===== src/rtl/deser8.sv =====
// deser8: strobed serial-to-parallel byte assembler with SOF framing,
// valid/ready output holding register and sticky overrun / frame-error flags.
module deser8 #(
    parameter bit          MSB_FIRST = 1'b0,
    parameter int unsigned TIMEOUT   = 64
) (
    input  logic       clk,
    input  logic       rst,
    input  logic       in_bit,
    input  logic       in_en,
    input  logic       in_sof,
    output logic [7:0] out_data,
    output logic       out_valid,
    input  logic       out_ready,
    output logic       overrun,
    output logic       frame_err,
    input  logic       clr_err
);

    localparam logic [0:0]  ST_IDLE  = 1'b0;
    localparam logic [0:0]  ST_SHIFT = 1'b1;
    localparam int unsigned TO_M1    = (TIMEOUT == 32'd0) ? 32'd0 : (TIMEOUT - 32'd1);
    localparam logic [15:0] TO_LIM   = 16'(TO_M1);
    localparam bit          TO_EN    = (TIMEOUT != 32'd0);

    logic [0:0]  state_q, state_d;
    logic [2:0]  cnt_q, cnt_d;
    logic [15:0] idle_q, idle_d;
    logic [7:0]  sr_q, sr_d;
    logic [7:0]  data_q, data_d;
    logic        valid_q, valid_d;
    logic        ovr_q, ovr_d;
    logic        ferr_q, ferr_d;

    logic [7:0]  sr_shift_s;
    logic        byte_done_s;
    logic        set_ferr_s;
    logic        set_ovr_s;
    logic        accept_s;

    // Bits are shifted toward the end that the first bit must finally occupy.
    function automatic logic [7:0] shift_in(input logic [7:0] sr, input logic b);
        logic [7:0] r;
        if (MSB_FIRST) begin
            r = {sr[6:0], b};
        end else begin
            r = {b, sr[7:1]};
        end
        return r;
    endfunction

    // Next-state logic: framing FSM, idle timeout, output handshake, sticky flags.
    always_comb begin
        state_d     = state_q;
        cnt_d       = cnt_q;
        idle_d      = idle_q;
        sr_d        = sr_q;
        data_d      = data_q;
        valid_d     = valid_q;
        byte_done_s = 1'b0;
        set_ferr_s  = 1'b0;
        set_ovr_s   = 1'b0;
        sr_shift_s  = shift_in(sr_q, in_bit);
        accept_s    = valid_q & out_ready;

        case (state_q)
            ST_IDLE: begin
                idle_d = 16'd0;
                if (in_en && in_sof) begin
                    sr_d    = sr_shift_s;
                    cnt_d   = 3'd1;
                    state_d = ST_SHIFT;
                end else begin
                    cnt_d = 3'd0;
                end
            end
            ST_SHIFT: begin
                if (in_en) begin
                    idle_d = 16'd0;
                    sr_d   = sr_shift_s;
                    if (in_sof) begin
                        set_ferr_s = (cnt_q != 3'd0);
                        cnt_d      = 3'd1;
                    end else begin
                        // cnt wraps 7 -> 0 as the eighth bit completes the byte
                        cnt_d       = 3'(cnt_q + 3'd1);
                        byte_done_s = (cnt_q == 3'd7);
                    end
                end else if (TO_EN && (idle_q == TO_LIM)) begin
                    set_ferr_s = (cnt_q != 3'd0);
                    cnt_d      = 3'd0;
                    idle_d     = 16'd0;
                    state_d    = ST_IDLE;
                end else if (TO_EN) begin
                    idle_d = 16'(idle_q + 16'd1);
                end else begin
                    idle_d = 16'd0;
                end
            end
            default: begin
                state_d = ST_IDLE;
                cnt_d   = 3'd0;
                idle_d  = 16'd0;
            end
        endcase

        if (byte_done_s && (!valid_q || out_ready)) begin
            data_d  = sr_shift_s;
            valid_d = 1'b1;
        end else if (byte_done_s) begin
            set_ovr_s = 1'b1;
            valid_d   = valid_q;
        end else if (accept_s) begin
            valid_d = 1'b0;
        end else begin
            valid_d = valid_q;
        end

        if (set_ovr_s) begin
            ovr_d = 1'b1;
        end else if (clr_err) begin
            ovr_d = 1'b0;
        end else begin
            ovr_d = ovr_q;
        end

        if (set_ferr_s) begin
            ferr_d = 1'b1;
        end else if (clr_err) begin
            ferr_d = 1'b0;
        end else begin
            ferr_d = ferr_q;
        end
    end

    // State and output registers.
    always_ff @(posedge clk or posedge rst) begin
        if (rst) begin
            state_q <= ST_IDLE;
            cnt_q   <= 3'd0;
            idle_q  <= 16'd0;
            sr_q    <= 8'h00;
            data_q  <= 8'h00;
            valid_q <= 1'b0;
            ovr_q   <= 1'b0;
            ferr_q  <= 1'b0;
        end else begin
            state_q <= state_d;
            cnt_q   <= cnt_d;
            idle_q  <= idle_d;
            sr_q    <= sr_d;
            data_q  <= data_d;
            valid_q <= valid_d;
            ovr_q   <= ovr_d;
            ferr_q  <= ferr_d;
        end
    end

    assign out_data  = data_q;
    assign out_valid = valid_q;
    assign overrun   = ovr_q;
    assign frame_err = ferr_q;

endmodule


===== config.mk =====
export PLATFORM = sky130hd
export DESIGN_NAME = deser8
export DESIGN_NICKNAME = d
export VERILOG_FILES = /design/src/rtl/deser8.sv
export SDC_FILE = /design/constraint.sdc
export NUM_CORES = 1
export LEC_CHECK = 0
export CORE_UTILIZATION = 59
export CTS_CLUSTER_SIZE = 30
export DETAILED_ROUTE_END_ITERATION = 8
export PLACE_DENSITY = 0.83
export SLEW_MARGIN = 20
export SYNTH_ARGS = -nofsm -noshare
export SYNTH_HDL_FRONTEND = slang
export SYNTH_SLANG_ARGS = --single-unit

===== constraint.sdc =====
create_clock -name clk -period 3.7 [get_ports clk]
set_clock_uncertainty 0.1 [all_clocks]
set_input_delay 0.74 -clock clk [delete_from_list [all_inputs] [get_ports clk]]
set_output_delay 0.74 -clock clk [all_outputs]
set_load 0.01 [all_outputs]

==> key figures, run 1 <==
Finish
  • Most common cell after layout, fill and taps aside: dfrtp_1
  • Antenna Diode Count: 0
  • Layout cell share with drive strength beyond 1: 14.1%
  • Most frequent cells in the layout: dfrtp_1, nor2_1, clkdlybuf4s50_1
  • Final nets: 187
  • Area Overhead vs Synth: 16.5%

Global routing
  • GRT Resource Usage Total: 21.3%
  • Vias in the first global route: 1,209
  • Gr ovfl total: 0
  • Antenna violations before repair: 0
  • Largest net degree at the start of global routing: 39
  • Global-route wire length before repair: 5130 microns

Routing
  • Vias post-DR: 1,212
  • Number of DRC markers in iteration 0: 45
  • WL per Instance: 14.5 microns
  • Max Used Layer: met4
  • First-pass DRT Iterations: 4
  • WL final: 3020 microns
  • DRC: 0
  • Post-Route M1 WL: 1320 microns
  • Vias/cell: 5.83
  • Post-DRT Antenna Nets: 0
  • WL met3: 126 microns
  • Met2 wire len: 1520 microns

Setup path
  • Slowest cell on crit path: nor2b_1
  • Setup crit start kind: input pin
  • Type of the worst setup path: input pin to register
  • Critical path capture point type: register
  • Worst-path fanout max: 8
  • Critical path arrival: 2.56 ns
  • Buf/Inv on CP: 1
  • CP required: 3.84 ns
  • Worst R2R Setup Slack: 1.48 ns
  • Cell family contributing the most delay on the critical path: simple AND/OR/NAND/NOR gates
  • Crit path cell chain: clkdlybuf4s50_1, nand4b_1, nor2b_1, mux2_2
  • Critical path's largest stage delay: 0.61 ns

Timing
  • Final hold vios: 0
  • Post-route setup TNS: 0 ns
  • RSZ-0062 raised after global routing: false
  • Achievable frequency: 0.413 GHz
  • Slew @ Worst Pin: 0.714 ns
  • Period utilization: 65.5%
  • Slew Viols, Final: 0
  • Final Critical Period: 2.42 ns
  • Final WS setup: 1.28 ns
  • Slew margin rel.: 52.1%
  • Final setup fails: 0

Yosys
  • Number of library cell types mapped by synthesis: 32
  • Synth top area share: 54.6%
  • Top cells by area, synth: dfrtp_1, mux2_2, xnor2_1, nor2_1, ha_1
  • Synth area leader: dfrtp_1
  • #FFs+latches synth: 38
  • Netlist Area Pre-Place: 1740 sq um
  • Sequential share of the synthesized area: 54.6%
  • Mapped Avg Cell Area: 11.2 sq um
  • Post-Syn Nets: 166
  • Mapped Cells: 155
  • Number of synthesized flops with an enable pin: 0
  • Warnings, synthesis: 0
  • Primary FF master, synth: dfrtp_1
  • Asr flop ratio synth: 100%

Clocking
  • TritonCTS buffer count: 5
  • CTS tree: yes
  • Max clock buf depth: 2
  • Post CTS Setup Buffer Count: 0
  • Clk root buf: clkbuf_4
  • Clock Pin Slew Worst Setup and Hold Paths: 0.11 ns
  • Post-CTS Hold Buffers: 0
  • Post-cts sizing count: 0
  • Clk sink count: 38
  • Worst-skew pair later-pin latency: 0.34 ns
  • CTS H-tree depth: 2

Floorplan
  • I/O pins: 18
  • Initial Utilization: 62.6%
  • Core ar.: 2780 sq um
  • Die Width: 56.3 microns
  • Die H: 56.3 microns
  • Num rows: 19
  • DIE AREA: 3170 sq um

Min path
  • Hold WC Path Type: register to register

Pwr
  • Pwr per Cell Area: 482 nW/um^2
  • Post-layout total power: 0.000977 W
  • Worst IR Drop VDD: 0.447 mV
  • Leak Pwr: 0.898 nW

Status
  • Status: completed

Place
  • Dpl hpwl: 2150 microns
  • GP Congestion: 0.882
  • DP Worst Slack: 0.917 ns
  • Port Buffers: 17

Job
  • Max Cap Viol: 0
[cells in the mapped netlist, types with 4 or more instances]
| library cell | n |
|---|---|
| nor2_1 | 18 |
| ha_1 | 4 |
| inv_1 | 11 |
| nand2_1 | 11 |
| xnor2_1 | 10 |
| nor3_1 | 5 |
| dfrtp_1 | 38 |
| nor4_1 | 4 |
| nand3_1 | 7 |
| mux2_2 | 15 |
[final timing paths]
kind / start / to / depth (start not counted)
max in group asynchronous: rst / idle_q[9] / 3
min in group asynchronous: rst / out_data[4] / 3
worst min register to register: out_data[0] / out_data[0] / 1
worst max register to register: idle_q[12] / cnt_q[0] / 4
worst min-delay path: out_data[0] / out_data[0] / 1
worst max-delay path: in_en / out_data[2] / 4
[report_power, final]
| part | leakage (nW) | switching [W] | total, W | internal [W] |
|---|---|---|---|---|
| combinational | 0.339 | 0.0000530 | 0.000129 | 0.0000758 |
| clock | 0.0585 | 0.000131 | 0.000360 | 0.000229 |
| sequential | 0.500 | 0.0000296 | 0.000489 | 0.000459 |
| total | 0.898 | 0.000213 | 0.000977 | 0.000764 |
[layout make-up]
| type | instances | area (sq um) |
|---|---|---|
| Fill cell | 204 | 753 |
| Sequential cell | 38 | 951 |
| Timing Repair Buffer | 18 | 178 |
| Clock inverter | 2 | 60.1 |
| Inverter | 11 | 41.3 |
| Clock buffer | 6 | 51.3 |
| Tap cell | 31 | 38.8 |
| Multi-Input combinational cell | 102 | 708 |
[layer usage]
layer  up-vias  GRT usage (%)
met5         -              0
met3         7           5.76
met2        31           33.3
li1        577              -
met1       597           26.4
met4         0           13.2
[metrics by stage]
stage / cells / util (%) / area (sq um) / hold slack (ns)
after floorplan: 155 / - / 1740 / 0.368
final: 208 / 72.9 / 2030 / 0.419
after detailed placement: 200 / 68.9 / 1920 / 0.400
after global placement: 200 / 68.9 / 1920 / 0.386
after CTS: 208 / 72.9 / 2030 / 0.422
after global routing: 208 / 72.9 / 2030 / 0.439
[flip-flops by register name (all words and copies together), names as in the netlist]
name	flops
out_data	8
sr_q	7
overrun	1
frame_err	1
idle_q	16
out_valid	1
cnt_q	3
state_q	1
[worst reg2reg max path, stage by stage, from the launching register on]
cell	delay, ns
dfrtp_1	0.46
or4_4	0.57
and4bb_1	0.31
or3_1	0.49
o22ai_1	0.17
[cells by family (layout without fill, tap and decap cells)]
group	after synthesis	after routing	share of synthesized area (%)
buffers and inverters	15	37	4.67
flip-flops	38	38	54.6
multiplexers	16	16	10.3
XOR/XNOR	13	13	6.54
AND/OR/NAND/NOR	58	58	17.0
AO/OA/AOI/OAI	11	11	3.95
adder cells (fa/ha/maj)	4	4	2.88
Power figures use the tool's default switching activity.
==> run 2, diff against run 1 <==
Settings changed: CORE_UTILIZATION 59 to 50, PLACE_DENSITY 0.83 to 0.75.
Clock period 3.7 ns to 2.1 ns, I/O delays scaled along.
==> run 2 against run 1 <==
Non-clock buffer count grew 6. Register-to-register slack lost 1.3 ns. Clock power grew 72%. Routed wire length grew 4.6%. Count of clock-buffer cells in the layout shrank 1. Utilization shrank 10 points. Power grew 76%. Die area grew 17%. Combinational power grew 84%. Via count grew 0.91%. Final area grew 3.5%. Critical path type is now register to register. Critical endpoint is now idle_q[12]. Highest routed layer unchanged.
==> key figures, run 2 (synthesis results as in run 1) <==
Floorplan
  • Die Width: 61 microns (+8.3%)
  • Die H: 61 microns (+8.3%)
  • Core ar.: 3340 sq um (+20%)
  • DIE AREA: 3720 sq um (+17%)
  • Num rows: 21 (+2)
  • I/O pins: 18 (unchanged)
  • Initial Utilization: 52.2% (-10 points)

Pwr
  • Leak Pwr: 0.929 nW (+3.5%)
  • Pwr per Cell Area: 817 nW/um^2 (+70%)
  • Post-layout total power: 0.00172 W (+76%)
  • Worst IR Drop VDD: 0.427 mV (-4.4%)

Setup path
  • CP required: 2.23 ns (-1.61 ns)
  • Setup crit start kind: register
  • Reg2reg start: idle_q[11]
  • CP Capture Point: idle_q[12]
  • Worst r2r path cells: 5 (+1)
  • Critical path capture point type: register
  • Critical path arrival: 2.08 ns (-0.48 ns)
  • Type of the worst setup path: register to register
  • Crit path from: idle_q[11]
  • Worst R2R Setup Slack: 0.15 ns (-1.33 ns)
  • RR Endpoint: idle_q[12]
  • Worst-path fanout max: 16 (+8)

Routing
  • First-pass DRT Iterations: 4 (unchanged)
  • Number of DRC markers in iteration 0: 45 (unchanged)
  • Post-Route M1 WL: 1410 microns (+7.2%)
  • Vias/cell: 5.34 (-8.3%)
  • DRC: 0 (unchanged)
  • Max Used Layer: met4
  • Met2 wire len: 1580 microns (+3.8%)
  • Post-DRT Antenna Nets: 0 (unchanged)
  • WL final: 3160 microns (+4.6%)
  • Vias post-DR: 1,223 (+0.91%)
  • WL per Instance: 13.8 microns (-5.0%)
  • WL met3: 110 microns (-13%)

Clocking
  • Post CTS Setup Buffer Count: 0 (unchanged)
  • Post-CTS Hold Buffers: 0 (unchanged)
  • CTS H-tree depth: 2 (unchanged)
  • Clock Pin Slew Worst Setup and Hold Paths: 0.12 ns (about the same)
  • Clk sink count: 38 (unchanged)
  • CTS tree: yes
  • Worst-skew pair later-pin latency: 0.34 ns (about the same)
  • Post-cts sizing count: 0 (unchanged)
  • TritonCTS buffer count: 5 (unchanged)
  • Max clock buf depth: 2 (unchanged)
  • Clk root buf: clkbuf_4

Place
  • Port Buffers: 17 (unchanged)
  • Dpl hpwl: 2230 microns (+3.7%)
  • GP Congestion: 0.785 (-11%)
  • Placed cell count: 221 (+11%)

Timing
  • Post-route setup TNS: 0 ns (unchanged)
  • Final hold vios: 0 (unchanged)
  • Final setup fails: 0 (unchanged)
  • Final Critical Period: 1.95 ns
  • Slew margin rel.: 68.8% (+17 points)
  • Period utilization: 92.7%
  • RSZ-0062 raised after global routing: false
  • Achievable frequency: 0.514 GHz
  • Slew @ Worst Pin: 0.469 ns (-0.245 ns)
  • Slew Viols, Final: 0 (unchanged)
  • Hold_ws: 0.408 ns (-0.0112 ns)

Global routing
  • Vias in the first global route: 1,179 (-2.5%)
  • GRT Resource Usage Total: 19.5% (-1.9 points)
  • Antenna violations before repair: 0 (unchanged)
  • Gr ovfl total: 0 (unchanged)
  • Global-route wire length before repair: 5120 microns (-0.14%)
  • Largest net degree at the start of global routing: 39 (unchanged)

Finish
  • Layout cell share with drive strength beyond 1: 16.9% (+2.8 points)
  • Antenna Diode Count: 0 (unchanged)
  • Reg with most FFs: idle_q
  • Most frequent cells in the layout: dfrtp_1, nor2_1, clkdlybuf4s50_1
  • Max reg flops: 16 (unchanged)
  • Multi-input logic area: 708 sq um (unchanged)
  • Most common cell after layout, fill and taps aside: dfrtp_1
  • Final nets: 193 (+3.2%)
  • Seq. cell area: 951 sq um (unchanged)
  • Area Overhead vs Synth: 20.6%
  • Fillers: 294 (+44%)
  • Non-filler cells in the finished layout: 229 (+10%)

Min path
  • Hold WC Path Type: input pin to async pin

Job
  • Max Cap Viol: 0 (unchanged)

Status
  • Status: completed
-- run 2: changes by cell type in the layout (fill, tap and decap cells not counted) --
| cell | previous run | this run |
|---|---|---|
| clkinv_4 | 0 | 1 |
| buf_4 | 1 | 6 |
| clkbuf_8 | 1 | 0 |
| buf_12 | 0 | 1 |
-- run 2: cell type report --
class,count,share of cell area (%)
sequential,38,45.3
multi-input combinational,102,33.7
timing repair buffer,24,11.2
clock inverter,3,3.28
tap,46,2.74
inverter,11,1.97
clock buffer,5,1.79
-- run 2: metrics by stage --
stage          instance area [sq um]  utilization, %  worst slack (ns)
2_1_floorplan                   1740               -             0.258
3_3_place_gp                    1990            59.7             0.173
3_5_place_dp                    1990            59.7            0.0781
4_1_cts                         2100            62.9             0.164
5_1_grt                         2100            62.9            0.0606
6_report                        2100            62.9             0.154
-- run 2: power breakdown --
group / internal [W] / total [W] / switching [W]
Combinational: 0.000142 / 0.000237 / 0.0000945
Sequential: 0.000809 / 0.000859 / 0.0000507
Clock: 0.000372 / 0.000620 / 0.000247
Total: 0.00132 / 0.00172 / 0.000393
-- run 2: per-layer routing --
layer  up-vias  GRT usage (%)
met2        27           33.9
met1       601           22.8
met4         0           7.14
met3         7           5.76
met5         -              0
li1        588              -
-- run 2: how the worst min path moves through the flow --
stage               cells after the start     endpoint  startpoint
detailed placement                      1    idle_q[0]   idle_q[0]
CTS                                     3      sr_q[1]         rst
finish                                  3      sr_q[1]         rst
floorplan                               1    idle_q[0]   idle_q[0]
global route                            3  out_data[3]         rst
global placement                        1  out_data[0]     sr_q[1]
-- run 2: critical path, cell delays in order (launching register included) --
cell and delay (ns):
dfrtp_1 0.47, or4_4 0.55, and4bb_1 0.31, or3_1 0.19, buf_12 0.16, nor2_1 0.05
==> run 3, diff against run 2 <==
Settings changed: CORE_UTILIZATION 50 to 55, HOLD_SLACK_MARGIN set to 0.06, PLACE_DENSITY 0.75 to 0.79.
Clock period 2.1 ns to 1.9 ns, I/O delays scaled along.
==> run 3 against run 2 <==
Utilization up 6.7 points. Die area fell by 8.8%. Clock power fell by 29%. Highest routed layer unchanged.
==> key figures, run 3 (synthesis results as in run 1) <==
Floorplan
  • Core ar.: 3030 sq um (-9.3%)
  • Num rows: 20 (-4.8%)
  • I/O pins: 18 (unchanged)
  • Die H: 58.3 microns (-4.5%)
  • Die Width: 58.3 microns (-4.5%)
  • Initial Utilization: 57.5% (+5.3 points)
  • DIE AREA: 3390 sq um (-8.8%)

Finish
  • Antenna Diode Count: 0 (unchanged)
  • Max reg flops: 16 (unchanged)
  • Layout cell share with drive strength beyond 1: 20.5% (+3.6 points)
  • Reg with most FFs: idle_q
  • Fillers: 243 (-17%)
  • Most frequent cells in the layout: dfrtp_1, nor2_1, clkdlybuf4s50_1
  • Area Overhead vs Synth: 21.1%
  • Final nets: 200 (+3.6%)
  • Finished Core Util: 69.6% (+6.7 points)
  • Most common cell after layout, fill and taps aside: dfrtp_1

Setup path
  • Worst-path fanout max: 8 (-8)
  • Reg2reg start: idle_q[12]
  • Buf/Inv on CP: 1 (unchanged)
  • Worst R2R Setup Slack: 0.05 ns (-0.10 ns)
  • Setup crit start kind: register
  • Slowest cell on crit path: or4_4
  • Crit path from: idle_q[12]
  • Critical path arrival: 1.98 ns (-0.10 ns)
  • Cell family contributing the most delay on the critical path: simple AND/OR/NAND/NOR gates
  • Crit path cell chain: or4_4, and4bb_1, or3_4, buf_6, nor2_1
  • Critical path capture point type: register
  • Type of the worst setup path: register to register
  • CP required: 2.04 ns (-0.19 ns)
  • Critical path's largest stage delay: 0.55 ns (about the same)

Clocking
  • Clk root buf: clkbuf_4
  • CTS tree: yes
  • Clk sink count: 38 (unchanged)
  • TritonCTS buffer count: 5 (unchanged)
  • Worst-skew pair later-pin latency: 0.35 ns (about the same)
  • Clock Pin Slew Worst Setup and Hold Paths: 0.11 ns (about the same)
  • CTS H-tree depth: 2 (unchanged)
  • Max clock buf depth: 2 (unchanged)

Timing
  • Slew @ Worst Pin: 0.471 ns (+0.00286 ns)
  • Final Critical Period: 1.85 ns (-0.0999 ns)
  • Post-route setup TNS: 0 ns (unchanged)
  • Final hold vios: 0 (unchanged)
  • Period utilization: 97.1% (+4.5 points)
  • Achievable frequency: 0.542 GHz (+5.4%)
  • Final setup fails: 0 (unchanged)
  • Slew margin rel.: 68.6% (-0.19 points)
  • Slew Viols, Final: 0 (unchanged)
  • Final WS setup: 0.0542 ns (-0.100 ns)

Routing
  • Post-DRT Antenna Nets: 0 (unchanged)
  • Vias post-DR: 1,231 (+0.65%)
  • Vias/cell: 5.26 (-1.5%)
  • DRC: 0 (unchanged)
  • WL per Instance: 13.7 microns (-1.1%)
  • First-pass DRT Iterations: 4 (unchanged)
  • WL final: 3200 microns (+1.1%)
  • Number of DRC markers in iteration 0: 28 (-38%)

Place
  • DP Worst Slack: 0.0146 ns (-0.0636 ns)
  • Dpl hpwl: 2250 microns (+0.77%)
  • Port Buffers: 17 (unchanged)
  • GP Congestion: 0.795 (+1.4%)

Global routing
  • Gr ovfl total: 0 (unchanged)
  • GRT Resource Usage Total: 21.5% (+2.0 points)
  • Largest net degree at the start of global routing: 39 (unchanged)
  • Vias in the first global route: 1,270 (+7.7%)
  • Antenna violations before repair: 0 (unchanged)
  • Global-route wire length before repair: 5400 microns (+5.4%)

Pwr
  • Pwr per Cell Area: 787 nW/um^2 (-3.6%)
  • Leak Pwr: 0.941 nW (+1.3%)
  • Worst IR Drop VDD: 0.574 mV (+34%)

Min path
  • Hold WC Path Type: input pin to async pin

Status
  • Status: completed

Job
  • Max Cap Viol: 0 (unchanged)
==> run 3: per-layer routing <==
layer | share of wire [%] | GRT usage, % | vias up
met1 | 43 | 24.4 | 595
met2 | 51 | 37.8 | 30
met3 | 4.1 | 4.69 | 7
met4 | 2.1 | 11.2 | 0
li1 | - | - | 599
met5 | 0 | 0 | -
==> run 3: through the flow <==
| stage | hold WS [ns] | instances | total power [W] | cell area (sq um) |
|---|---|---|---|---|
| 5_1_grt | 0.376 | 234 | 0.00175 | 2110 |
| 3_3_place_gp | 0.390 | 223 | 0.00121 | 2010 |
| 6_report | 0.324 | 234 | 0.00166 | 2110 |
| 4_1_cts | 0.331 | 231 | 0.00168 | 2080 |
| 3_5_place_dp | 0.397 | 223 | 0.00123 | 2010 |
| 2_1_floorplan | 0.368 | 155 | 0.00110 | 1740 |
==> run 3: path summary, 6_finish.rpt <==
kind / cells after the start / endpoint
min in group clk: 1 / out_data[0]
max reg2reg: 5 / idle_q[9]
min: 3 / out_data[2]
max in group asynchronous: 3 / idle_q[0]
min reg2reg: 1 / out_data[0]
max: 5 / idle_q[9]
==> run 3: power breakdown <==
group | internal [W] | leakage [nW] | switching, W
Sequential | 0.000894 | 0.500 | 0.0000535
Combinational | 0.000161 | 0.407 | 0.000109
Clock | 0.000178 | 0.0343 | 0.000264
Total | 0.00123 | 0.941 | 0.000427
==> run 3: worst register-to-register path, delay by kind of cell (launching register included) <==
family	cells	cell delay, ns
buffers and inverters	1	0.13
and+or+nand+nor	4	1.10
DFF	1	0.40
==> run 3: what timing repair did <==
action | CTS | global route
hold buffers | 0 | 0
hold endpoints to repair | 0 | 0
pin swaps | 0 | 1
gates cloned | 0 | 1
buffers inserted | 0 | 2
resized for setup | 1 | 4
endpoints found under the setup margin | 1 | 16
==> run 3: layout make-up <==
| type | instances | area [sq um] | share of cell area [%] |
|---|---|---|---|
| flip-flops and latches | 38 | 951 | 45.1 |
| multi-input cells | 102 | 713 | 33.8 |
| repair buffers | 31 | 283 | 13.4 |
| well taps | 44 | 55.1 | 2.61 |
| clock buffers | 6 | 51.3 | 2.43 |
| inverters | 11 | 41.3 | 1.96 |
| clock inverters | 2 | 12.5 | 0.594 |
